===== src/rtl/my_cpu_fetch_pkg.sv =====
// Shared constants and types for the instruction fetch stage.
`default_nettype none

package my_cpu_fetch_pkg;

  localparam logic [1:0]  FETCH_FETCH = 2'd0;
  localparam logic [1:0]  FETCH_HOLD  = 2'd1;
  localparam logic [1:0]  FETCH_DRAIN = 2'd2;
  localparam logic [1:0]  FETCH_HALT  = 2'd3;

  localparam logic [31:0] INST_NOP    = 32'h0000_0013;

  typedef enum logic [1:0] {
    ST_FETCH = FETCH_FETCH,
    ST_HOLD  = FETCH_HOLD,
    ST_DRAIN = FETCH_DRAIN,
    ST_HALT  = FETCH_HALT
  } fetch_state_e;

  function automatic logic word_misaligned(input logic [31:0] addr);
    return addr[1:0] != 2'b00;
  endfunction

endpackage

`default_nettype wire


===== src/rtl/my_cpu_pc_target.sv =====
// Redirect target and alignment check for jumps and taken branches.
`default_nettype none

module my_cpu_pc_target
  import my_cpu_fetch_pkg::*;
(
  input  logic        PCOffset,
  input  logic [31:0] ex_pc,
  input  logic [31:0] ex_imm,
  input  logic [31:0] alu_result,
  output logic [31:0] target,
  output logic        misalign
);

  always_comb begin
    if (PCOffset) begin
      target = {alu_result[31:1], 1'b0};
    end else begin
      target = ex_pc + ex_imm;
    end
    misalign = word_misaligned(target);
  end

endmodule

`default_nettype wire


===== src/rtl/my_cpu_fetch.sv =====
// Multicycle instruction fetch: owns the PC, handshakes with instruction
// memory, holds the fetched word for decode and applies execute redirects.
`default_nettype none

module my_cpu_fetch
  import my_cpu_fetch_pkg::*;
#(
  parameter logic [31:0] RESET_PC = 32'h0000_0000
) (
  input  logic        clk,
  input  logic        rst,
  output logic        imem_req,
  output logic [31:0] imem_addr,
  input  logic        imem_ready,
  input  logic [31:0] imem_rdata,
  output logic [31:0] inst,
  output logic [31:0] inst_pc,
  output logic [31:0] pc_plus4,
  output logic        inst_valid,
  input  logic        id_ready,
  input  logic        ex_valid,
  input  logic        Jump,
  input  logic        Branch,
  input  logic        PCOffset,
  input  logic        br_cond,
  input  logic [31:0] ex_pc,
  input  logic [31:0] ex_imm,
  input  logic [31:0] alu_result,
  output logic        fetch_misalign
);

  fetch_state_e state, state_next;
  logic [31:0]  pc, pc_next;
  logic [31:0]  drain_addr, drain_addr_next;
  logic [31:0]  inst_next, inst_pc_next;
  logic         misalign_next;
  logic         redirect;
  logic [31:0]  target;
  logic         target_misalign;

  my_cpu_pc_target u_pc_target (
    .PCOffset   (PCOffset),
    .ex_pc      (ex_pc),
    .ex_imm     (ex_imm),
    .alu_result (alu_result),
    .target     (target),
    .misalign   (target_misalign)
  );

  assign redirect = ex_valid & (Jump | (Branch & br_cond));
  assign pc_plus4 = inst_pc + 32'd4;

  always_comb begin
    state_next      = state;
    pc_next         = pc;
    drain_addr_next = drain_addr;
    inst_next       = inst;
    inst_pc_next    = inst_pc;
    misalign_next   = fetch_misalign;
    imem_req        = 1'b0;
    imem_addr       = pc;
    inst_valid      = 1'b0;

    unique case (state)
      ST_FETCH: begin
        imem_req = 1'b1;
        if (redirect) begin
          pc_next       = target;
          misalign_next = target_misalign;
          // An unanswered request must stay up, so even a bad target drains first.
          if (!imem_ready) begin
            drain_addr_next = pc;
            state_next      = ST_DRAIN;
          end else if (target_misalign) begin
            state_next = ST_HALT;
          end
        end else if (imem_ready) begin
          inst_next    = imem_rdata;
          inst_pc_next = pc;
          pc_next      = pc + 32'd4;
          state_next   = ST_HOLD;
        end
      end
      ST_HOLD: begin
        inst_valid = 1'b1;
        if (redirect) begin
          pc_next       = target;
          misalign_next = target_misalign;
          state_next    = target_misalign ? ST_HALT : ST_FETCH;
        end else if (id_ready) begin
          state_next = ST_FETCH;
        end
      end
      ST_DRAIN: begin
        imem_req  = 1'b1;
        imem_addr = drain_addr;
        // Once a bad target is recorded, pc keeps it for debug.
        if (redirect && !fetch_misalign) begin
          pc_next       = target;
          misalign_next = target_misalign;
        end
        if (imem_ready) begin
          state_next = misalign_next ? ST_HALT : ST_FETCH;
        end
      end
      ST_HALT: begin
        state_next = ST_HALT;
      end
      default: begin
        state_next = ST_HALT;
      end
    endcase

    if (rst) begin
      imem_req = 1'b0;
    end
  end

  always_ff @(posedge clk) begin
    if (rst) begin
      state          <= ST_FETCH;
      pc             <= RESET_PC;
      drain_addr     <= RESET_PC;
      inst           <= INST_NOP;
      inst_pc        <= RESET_PC;
      fetch_misalign <= 1'b0;
    end else begin
      state          <= state_next;
      pc             <= pc_next;
      drain_addr     <= drain_addr_next;
      inst           <= inst_next;
      inst_pc        <= inst_pc_next;
      fetch_misalign <= misalign_next;
    end
  end

endmodule

`default_nettype wire


===== config.mk =====
export PLATFORM = sky130hd
export DESIGN_NAME = my_cpu_fetch
export DESIGN_NICKNAME = d
export VERILOG_FILES = /design/src/rtl/my_cpu_fetch_pkg.sv /design/src/rtl/my_cpu_pc_target.sv /design/src/rtl/my_cpu_fetch.sv
export SDC_FILE = /design/constraint.sdc
export NUM_CORES = 1
export LEC_CHECK = 0
export BUFFER_PORTS_ARGS = -buffer_cell sky130_fd_sc_hd__buf_2
export CAP_MARGIN = 40
export CORE_UTILIZATION = 58
export CTS_BUF_LIST = sky130_fd_sc_hd__clkbuf_8
export DETAILED_ROUTE_END_ITERATION = 8
export PLACE_DENSITY_LB_ADDON = 0.12
export SKIP_CTS_REPAIR_TIMING = 1
export SLEW_MARGIN = 20
export SYNTH_ARGS = -nofsm -noshare
export SYNTH_HDL_FRONTEND = slang
export SYNTH_SLANG_ARGS = --single-unit

===== constraint.sdc =====
create_clock -name clk -period 4.6 [get_ports clk]
set_clock_uncertainty 0.15 [all_clocks]
set_input_delay 0.69 -clock clk [delete_from_list [all_inputs] [get_ports clk]]
set_output_delay 0.69 -clock clk [all_outputs]
set_load 0.03 [all_outputs]

-- Word-level counts from Yosys, hierarchy flattened
Cells that the tools add are included.
- bitwise gates (word level): 5
- eq/ne operators: 10
- add/subtract/negate cells: 3
- multiplexer cells: 24
- reductions and logical operators: 13
- operators with widths (cell ; count):
    two-way mux 32 bit ; 6
    case mux 32 bit (3 select lines) ; 1
    adder 32 x 3 -> 32 bit, second input constant ; 2
    adder 32 bit ; 1
    two-way mux 2 bit ; 9
    case mux 2 bit (4 select lines) ; 1
    AND reduction 4 bit ; 2
    two-way mux 1 bit ; 6
    != test 2 bit, second input constant ; 3
    != test 3 bit, second input constant ; 2
    AND reduction 3 bit ; 2
    == test 2 bit, second input constant ; 2
    != test 4 bit, second input constant ; 1
    nonzero test 2 bit ; 2
    OR reduction 2 bit ; 2
    nonzero test 3 bit ; 1
    bitwise AND 1 bit ; 2
    == test 2 x 1 -> 1 bit, second input constant ; 1
    zero test 2 bit ; 1
    != test 2 x 1 -> 1 bit, second input constant ; 1
    inverter 1 bit ; 2
    case mux 1 bit (2 select lines) ; 1
    AND reduction 2 bit ; 1
    logical AND 1 bit ; 1
    other kinds (2) ; 2
- input bits: 137
- bits in registers: 131
- logic and storage cells: 61

-- Depth between registers and ports, before layout
Gate-level depths: netlist of run 1.
- word-level depth: 9
- mapped depth: 12
- gate-level depth less buffers: 11

-- Cells and area by module
Synthesis of run 1 repeated with hierarchy kept, for this count alone.
- cell total of the unflattened synthesis: 1217
- area total of the unflattened synthesis: 8943.6 µm²
- by module, submodules not included (module ; instances ; cells each ; seq. area each (µm²) ; area an instance (µm²)):
    my_cpu_fetch ; 1 ; 882 ; 2622.5 ; 6766.5
    my_cpu_pc_target ; 1 ; 335 ; 0.0 ; 2177.1

-- Worst setup path before layout of run 1
OpenSTA, ideal clock, no wires.
- path type: flip-flop to output port
- start: register inst_pc[4]
- end: output port pc_plus4[29]
- setup slack: 1.449 ns
- data required time: 3.760 ns
- data arrival time: 2.311 ns
- buffers on the path: 0
- cell stages (with the launch flop): 9
- cells stage by stage: dfxtp_1 > and3_1 > and4_1 > nand2_1 > nor2_1 > nand2_1 > nor2_1 > nand3_1 > xnor2_1
- cells in the longest elaborated chain, start to end: 1
- ends and longest elaborated chain (what ; line ; RTL):
    start: declaration ; my_cpu_fetch.sv:17 ; output logic [31:0] inst_pc,
    start signal: assignment ; my_cpu_fetch.sv:132 ; inst_pc <= inst_pc_next;
    adder 32 x 3 -> 32 bit ; my_cpu_fetch.sv:51 ; assign pc_plus4 = inst_pc + 32'd4;
    end: declaration ; my_cpu_fetch.sv:18 ; output logic [31:0] pc_plus4,
No other way between the ends.

-- Worst setup path in the final report of run 1
- start: register inst_pc[4]
- end: output port pc_plus4[31]
The elaborated chain is that of the path after synthesis.

==> results of run 1 <==
## sequential cells by signal (all words and copies together), names as in the netlist
name,flops
pc,32
drain_addr,32
state,2
fetch_misalign,1
inst_pc,32
inst,32
## layout by cell type, fill, tap and decap left out, drive strengths merged, types with 10 or more instances in the layout
cell type    n
nand2      258
nor3        21
and2        11
ha          38
clkbuf      20
mux2        32
xnor2       32
buf        279
nand3       37
mux2i       10
xor2        19
inv         26
nand4       15
a31oi       10
o211ai      11
nor2        64
a21oi      165
o21ai       48
dfxtp      131
and3        19
a21o        15
a211oi      11
## final cells by class
cell class	instances	area, µm²	area share [%]
Tap cell	180	225	2.19
Clock inverter	12	143	1.39
Antenna cell	2	5.00	0.0487
Multi-Input combinational cell	911	5440	53.0
Inverter	21	78.8	0.767
Clock buffer	20	275	2.68
Sequential cell	131	2620	25.5
Timing Repair Buffer	279	1480	14.4
## worst max-delay path, delay by kind of cell (launching register included)
| family | cells | cell delay (ns) |
|---|---|---|
| simple gates | 7 | 1.72 |
| xor+xnor | 1 | 0.16 |
| flops | 1 | 0.43 |
| buf+inv | 1 | 0.21 |
## routing by layer
metal	up-vias	wire (µm)	track usage [%]
met5	-	0	0
met4	0	1050	16.5
met3	80	2140	6.60
met2	439	11600	52.8
met1	4165	10400	42.7
li1	4448	-	-
## final timing paths
check / from / end / slack (ns) / cells past startpoint
max: inst_pc[4] / pc_plus4[31] / 0.76 / 9
min: imem_rdata[1] / inst[1] / 0.29 / 3
max reg2reg: state[0] / pc[31] / 1.38 / 9
min reg2reg: inst[18] / inst[18] / 0.30 / 2
## logic make-up after synthesis
group	count (synthesis)	share of synthesized area, %
flops	131	31.0
mux	42	5.45
xor+xnor	51	5.29
fa+ha+maj	39	5.86
buf+inv	94	4.75
compound gates	316	22.7
simple gates	463	24.9
## power by group
part           total (W)  switching [W]  internal (W)
sequential       0.00168       0.000336       0.00134
clock            0.00102       0.000491      0.000533
combinational    0.00249        0.00162      0.000869
total            0.00519        0.00245       0.00274
## per-stage QoR
step | hold slack (ns) | worst slack, ns | area (µm²) | util [%] | total power [W]
after global placement | 0.288 | 1.10 | 9780 | 69.6 | 0.00406
after global routing | 0.298 | 0.575 | 10300 | 73.2 | 0.00548
after floorplan | 0.283 | 1.45 | 8450 | - | 0.00342
after CTS | 0.273 | 0.723 | 10300 | 73.1 | 0.00515
final | 0.286 | 0.763 | 10300 | 73.2 | 0.00519
after detailed placement | 0.294 | 1.03 | 9850 | 70.1 | 0.00413
==> impl_metrics.json, run 1 <==
{
  "grt_pass1_vias": 7772,
  "clockBufferDepth": 2,
  "ir_drop_v": 0.000320,
  "drv_slew": 0,
  "tightest_slew_ns": 0.820,
  "rsz0062_at_grt": "no",
  "yosysTopAreaCell": "dfxtp_1",
  "gp_routability_congestion": 0.969,
  "start_util_pct": 60.2,
  "wl_um": 25200,
  "grt_start_max_net_pins": 75,
  "htree_num_levels": 4,
  "ys_ff_latch": 131,
  "slew_headroom_pct": 45.1,
  "numCtsBuffers": 17,
  "drtIter0Drc": 819,
  "max_cap_viol_count": 0,
  "vias": 9132,
  "critPathCaptureType": "output pin",
  "yosysWarnings": 0,
  "finalNetCount": 1537,
  "async_flop_share_pct": 0,
  "die_y_um": 123,
  "die_area_um2": 15100,
  "start_kind": "flip-flop",
  "insertion_delay_ns": 0.47,
  "synth-main-ff-cell": "dfxtp_1",
  "hpwl_um": 18600,
  "ant_nets": 0,
  "synth_top_cells_by_count": "nand2_1 (257), a21oi_1 (165), dfxtp_1 (131)",
  "critical_path_class": "flip-flop to output pin",
  "routedWlPerCell_um": 16.2,
  "layout-drive-gt1-share_pct": 26.7,
  "final-instance-count-excl-fill": 1556,
  "post-synth-top-count-cell": "nand2_1",
  "antenna_found_initial": 2,
  "synth.top_cell.area_share_pct": 31.0,
  "path_clk_slew_ns": 0.08,
  "worstPathRequired_ns": 3.76,
  "synth.avg_cell_area_um2": 7.44,
  "synth_area_leaders": "dfxtp_1 (31%), nand2_1 (11%), a21oi_1 (9.8%), ha_1 (5.6%), mux2_2 (4.1%)",
  "dpl.cell_count": 1522,
  "p_per_area_nw_per_um2": 505,
  "syn2layout_area_growth_pct": 21.6,
  "syn-num-nets": 1312,
  "core_area_um2": 14000,
  "hold_violations": 0,
  "setup_tns_ns": 0,
  "cp_cell_sequence": "and3_1 -> and4_1 -> nand2_1 -> nor2_1 -> nand2_1 -> nor2_1 -> nand3_1 -> xnor2_1 -> buf_2",
  "finalCritPeriodShare_pct": 83.4,
  "cts_tree": "yes",
  "grt_pass1_wl_um": 38800,
  "routed_via_density": 5.87,
  "dr.pass1.iters": 6,
  "crit_fanout": 6,
  "syn_inst": 1136,
  "period_needed_ns": 3.84,
  "fillerInstances": 1161,
  "grt_usage_pct": 33.2,
  "clock-sinks": 131,
  "rows": 43,
  "cpPeakStageDelay_ns": 0.48,
  "io_pins": 268,
  "place.port_buffers": 266,
  "root_buffer": "clkbuf_8",
  "outcome": "finished, final reports clean",
  "slowest_stage": "nor2_1",
  "drc": 0,
  "grt-ovfl-total": 0,
  "ys_types": 73,
  "yosysSeqAreaShare_pct": 31.0,
  "setup_viol": 0,
  "arrival_ns": 3.00,
  "min_path_type": "input port to flip-flop",
  "netlist_area_um2": 8450,
  "fp.dieW_um": 123,
  "max_freq_mhz": 261,
  "synth_edf_count": 0,
  "p_leak_nw": 4.58
}
Power figures use the tool's default switching activity.
==> inputs of run 2 (changes only) <==
- ABC_AREA: default -> 1
- CORE_UTILIZATION: 58 -> 50
- clock period: 4.6 -> 3.45 ns (I/O delays scaled with it)
==> run 2 against run 1 <==
Highest routed layer unchanged. Combinational power increased by 65%. Total power increased by 52%. Setup slack lost 0.56 ns. Flip-flop and latch count did not move. Largest cell class unchanged. Synthesized cell count increased by 40%. Synthesized area increased by 14%.
==> impl_metrics.json, run 2 <==
{
  "grt_start_max_net_pins": 95,
  "fillerInstances": 1923,
  "finalCritPeriodShare_pct": 94.2,
  "synth_top_cells_by_count": "nand2_1 (401), inv_1 (230), a21oi_1 (162), nor2_1 (162), o21ai_0 (160)",
  "max_freq_mhz": 308,
  "multi_input_area_um2": 5810,
  "dpl.cell_count": 2033,
  "hold_violations": 0,
  "start_util_pct": 51.2,
  "crit_fanout": 53,
  "synth.top_cell.area_share_pct": 27.3,
  "final_common_cell": "nand2_1",
  "vias": 10800,
  "finalNetCount": 1994,
  "outcome": "finished, final reports clean",
  "max_cap_viol_count": 0,
  "die_y_um": 141,
  "insertion_delay_ns": 0.46,
  "htree_num_levels": 4,
  "numCtsBuffers": 17,
  "p_per_area_nw_per_um2": 688,
  "clock-sinks": 131,
  "setup_viol": 0,
  "rows": 50,
  "ys_types": 44,
  "finalPower_w": 0.00790,
  "grt_pass1_vias": 9678,
  "grt_pass1_wl_um": 48100,
  "ys_ff_latch": 131,
  "synth_edf_count": 0,
  "p_leak_nw": 5.87,
  "worstPathRequired_ns": 2.78,
  "grt-ovfl-total": 0,
  "cts_tree": "yes",
  "tightest_slew_ns": 0.733,
  "path_clk_slew_ns": 0.09,
  "root_buffer": "clkbuf_8",
  "syn-num-nets": 1763,
  "setup_ws_ns": 0.199,
  "hpwl_um": 23200,
  "synth-main-ff-cell": "dfxtp_1",
  "arrival_ns": 2.58,
  "setup_tns_ns": 0,
  "syn2layout_area_growth_pct": 19.7,
  "ant_nets": 0,
  "layout-drive-gt1-share_pct": 20.4,
  "async_flop_share_pct": 0,
  "final_cell_mix": "nand2_1 (401), buf_2 (266), inv_1 (229)",
  "ir_drop_v": 0.000411,
  "place.port_buffers": 266,
  "period_needed_ns": 3.25,
  "dr.pass1.iters": 5,
  "gp_routability_congestion": 0.959,
  "drv_slew": 0,
  "fp.dieW_um": 141,
  "core_area_um2": 18800,
  "start_kind": "flip-flop",
  "synth.avg_cell_area_um2": 6.05,
  "slew_headroom_pct": 51.1,
  "clockBufferDepth": 2,
  "regArea_um2": 2620,
  "yosysWarnings": 0,
  "critPathCaptureType": "output pin",
  "grt_usage_pct": 30.5,
  "drtIter0Drc": 753,
  "final-instance-count-excl-fill": 2065,
  "antenna_found_initial": 0,
  "pre_cts_ws_ns": 0.617,
  "yosysTopAreaCell": "dfxtp_1",
  "yosysSeqAreaShare_pct": 27.3,
  "syn_inst": 1587,
  "routedWlPerCell_um": 14.5,
  "drc": 0,
  "wl_um": 29800,
  "routed_via_density": 5.21,
  "min_path_type": "input port to flip-flop",
  "io_pins": 268,
  "post-synth-top-count-cell": "nand2_1",
  "diodes": 0,
  "critical_path_class": "flip-flop to output pin",
  "synth_area_leaders": "dfxtp_1 (27%), nand2_1 (16%), inv_1 (9.0%), a21oi_1 (8.4%), o21ai_0 (8.3%)",
  "rsz0062_at_grt": "no",
  "netlist_area_um2": 9610,
  "die_area_um2": 19800
}
==> run 2: changes by cell type after synthesis, moves of 11 or more <==
cell	previous run	this run
nand3_1	35	83
clkbuf_1	55	41
a21o_1	15	2
and3_1	17	0
xor2_1	19	31
xnor2_1	32	6
nand2_1	257	401
o21ai_0	48	160
inv_1	21	230
mux2_2	31	0
nor2_1	62	162
a21oi_2	0	11
==> run 2: report_power, final <==
part           switching [W]  internal (W)  total (W)  leakage, nW
Combinational        0.00291       0.00120    0.00411         4.58
Sequential          0.000494       0.00190    0.00240         1.08
Clock               0.000719      0.000676    0.00140        0.214
Total                0.00412       0.00378    0.00790         5.87
==> run 2: final cells by class <==
class | instances | area share, %
inverter | 239 | 7.82
sequential | 131 | 22.8
clock inverter | 15 | 1.62
clock buffer | 17 | 2.04
multi-input combinational | 1151 | 50.6
timing repair buffer | 278 | 12.6
tap | 234 | 2.55
==> run 2: kinds of logic after synthesis <==
kind of cell / share of synthesized area [%]
adder cells (fa/ha/maj): 5.16
flip-flops: 27.3
buffers and inverters: 12.3
AO/OA/AOI/OAI: 18.8
XOR/XNOR: 3.37
AND/OR/NAND/NOR: 33.0
==> run 2: routing by layer <==
| layer | vias up | part of all wire (%) | GRT usage, % |
|---|---|---|---|
| li1 | 5523 | - | - |
| met1 | 4849 | 46 | 41.3 |
| met2 | 332 | 45 | 49.3 |
| met3 | 53 | 6.0 | 3.94 |
| met4 | 0 | 2.8 | 11.7 |
| met5 | - | 0 | 0 |
==> run 2: worst paths after layout <==
check        slack, ns       endpoint  cells after the start     startpoint
max reg2reg       0.81         pc[14]                      8       state[0]
max               0.20   imem_addr[6]                      5       state[1]
min reg2reg       0.30  drain_addr[8]                      2  drain_addr[8]
min               0.11        inst[4]                      3  imem_rdata[4]
==> run 2: stage by stage <==
stage          hold slack, ns  util (%)  area [µm²]
6_report                0.108      61.2       11500
5_1_grt                 0.110      61.2       11500
4_1_cts                0.0868      61.2       11500
3_5_place_dp            0.286      59.0       11100
3_3_place_gp            0.282      59.0       11100
2_1_floorplan           0.274         -        9610
==> run 2: critical path, cell delays in order (launching register included) <==
cell and delay [ns]:
dfxtp_1 0.46, ha_1 0.24, buf_12 0.21, clkinv_1 0.52, o21ai_0 0.40, buf_2 0.26
==> inputs of run 3 (changes only) <==
- CORE_UTILIZATION: 50 -> 40
- SLEW_MARGIN: 20 -> 5
==> run 3 against run 2 <==
Sequential power about the same. Critical path depth increased by 6. Non-clock buffer count increased by 1. Design area increased by 1.4%. Highest routed layer unchanged. Critical path type unchanged. Register-to-register slack improved by 0.21 ns. Core utilization decreased by 12 points. Largest cell class unchanged. Global-route usage decreased by 5.4 points. Count of clock-buffer cells in the layout unchanged. Total power increased by 2.5%. Wire length increased by 4.2%. First-iteration DRC count decreased by 8.1%. Hold slack improved by 0.037 ns.
==> impl_metrics.json, run 3 (synthesis gave the netlist of run 2 again) <==
{
  "outcome": "finished, final reports clean",
  "worst-path-stages": 11,
  "worstReg2RegStart": "state[0]",
  "worstPathRequired_ns": 2.78,
  "cpPeakStageDelay_ns": 0.42,
  "drc": 0,
  "setup_tns_ns": 0,
  "p_leak_nw": 5.90,
  "setup_viol": 0,
  "grt_pass1_vias": 9603,
  "antenna_found_initial": 0,
  "drv_slew": 0,
  "arrival_ns": 2.56,
  "hold_violations": 0,
  "final-instance-count-excl-fill": 2151,
  "max_cap_viol_count": 0,
  "start_util_pct": 40.8,
  "slowest_stage": "dfxtp_1",
  "grt_usage_pct": 25.0,
  "gp_routability_congestion": 0.962,
  "die_y_um": 157,
  "path_clk_slew_ns": 0.09,
  "grt_pass1_wl_um": 48800,
  "hp-start": "imem_rdata[17]",
  "fp.dieW_um": 157,
  "routedWlPerCell_um": 14.5,
  "ir_drop_v": 0.000371,
  "htree_num_levels": 4,
  "cts_tree": "yes",
  "vias": 10600,
  "diodes": 0,
  "final_common_cell": "nand2_1",
  "die_area_um2": 24600,
  "r2r_slack_ns": 1.02,
  "rows": 56,
  "period_needed_ns": 3.23,
  "wl_um": 31100,
  "dr.pass1.iters": 5,
  "critical_path_class": "flip-flop to output pin",
  "max_freq_mhz": 309,
  "grt_start_max_net_pins": 90,
  "critPathCaptureType": "output pin",
  "finalCritPeriodShare_pct": 93.7,
  "layout-drive-gt1-share_pct": 20.4,
  "crit_fanout": 5,
  "clockBufferDepth": 2,
  "grt-ovfl-total": 0,
  "slew_headroom_pct": 50.7,
  "ant_nets": 0,
  "p_per_area_nw_per_um2": 695,
  "path_delay_family": "simple AND/OR/NAND/NOR gates",
  "drtIter0Drc": 692,
  "io_pins": 268,
  "tightest_slew_ns": 0.738,
  "core_area_um2": 23500,
  "crit-reg2reg-capture": "pc[13]",
  "ff2ff_path_depth": 10,
  "cp_cell_sequence": "ha_1 -> nand2_1 -> nor3_4 -> nand3_2 -> nor2_4 -> nand3_2 -> nor2_1 -> nand3_1 -> nor2_1 -> xor2_1 -> buf_2",
  "crit_start": "inst_pc[2]",
  "start_kind": "flip-flop",
  "dpl.cell_count": 2119,
  "finalNetCount": 1995,
  "insertion_delay_ns": 0.43,
  "routed_via_density": 4.93,
  "root_buffer": "clkbuf_8",
  "numCtsBuffers": 17,
  "hpwl_um": 24300,
  "rsz0062_at_grt": "no",
  "min_path_type": "input port to flip-flop",
  "worstSetupEndpoint": "pc_plus4[26]",
  "clock-sinks": 131,
  "fin_util_pct": 49.5,
  "place.port_buffers": 266,
  "syn2layout_area_growth_pct": 21.4,
  "final_cell_mix": "nand2_1 (401), buf_2 (266), inv_1 (230)",
  "critPathBufInv": 1
}
[run 3: changes by cell type in the layout (fill, tap and decap cells not counted), sizes merged]
| cell | previous run | this run |
|---|---|---|
| buf | 278 | 279 |
| clkinv | 7 | 8 |
| bufinv | 2 | 5 |
| inv | 245 | 240 |
| clkinvlp | 0 | 1 |
[run 3: layout make-up]
class,count,area [µm²]
clock inverters,15,228
fillers,2640,11900
inverters,239,900
repair buffers,279,1460
multi-input cells,1151,5810
clock buffers,17,234
well taps,319,399
flip-flops and latches,131,2620
[run 3: routing by layer]
metal  routed length, µm  global-route usage (%)  share of wire, %  up-vias
met1               14100                    32.9                45     4742
met5                   0                       0                 0        -
met2               14800                    42.5                48      305
met4                 548                    6.49               1.8        0
li1                    -                       -                 -     5521
met3                1660                    3.83               5.3       32
[run 3: tightest hold or removal path: cells and delay by family]
kind | cells | cell delay (ns)
AND/OR/NAND/NOR | 2 | 0.11
buffers and inverters | 1 | 0.07
[run 3: power breakdown]
group	switching (W)	leakage (nW)	total (W)	internal, W
clock network	0.000671	0.233	0.00154	0.000870
registers	0.000490	1.08	0.00239	0.00190
logic	0.00296	4.59	0.00417	0.00121
[run 3: worst min path at each step]
stage | to | slack (ns) | cells past startpoint
detailed placement | drain_addr[16] | 0.29 | 2
floorplan | drain_addr[10] | 0.27 | 2
CTS | inst[1] | 0.13 | 3
global placement | drain_addr[11] | 0.28 | 2
finish | inst[17] | 0.14 | 3
global route | inst[15] | 0.13 | 3
[run 3: stage by stage]
step	setup slack, ns	power, W	hold slack (ns)	area [µm²]
after floorplan	0.508	0.00527	0.274	9610
after global placement	0.656	0.00654	0.283	11200
after detailed placement	0.646	0.00659	0.286	11200
after CTS	0.191	0.00814	0.125	11700
after global routing	0.0106	0.00868	0.125	11700
final	0.219	0.00811	0.145	11700
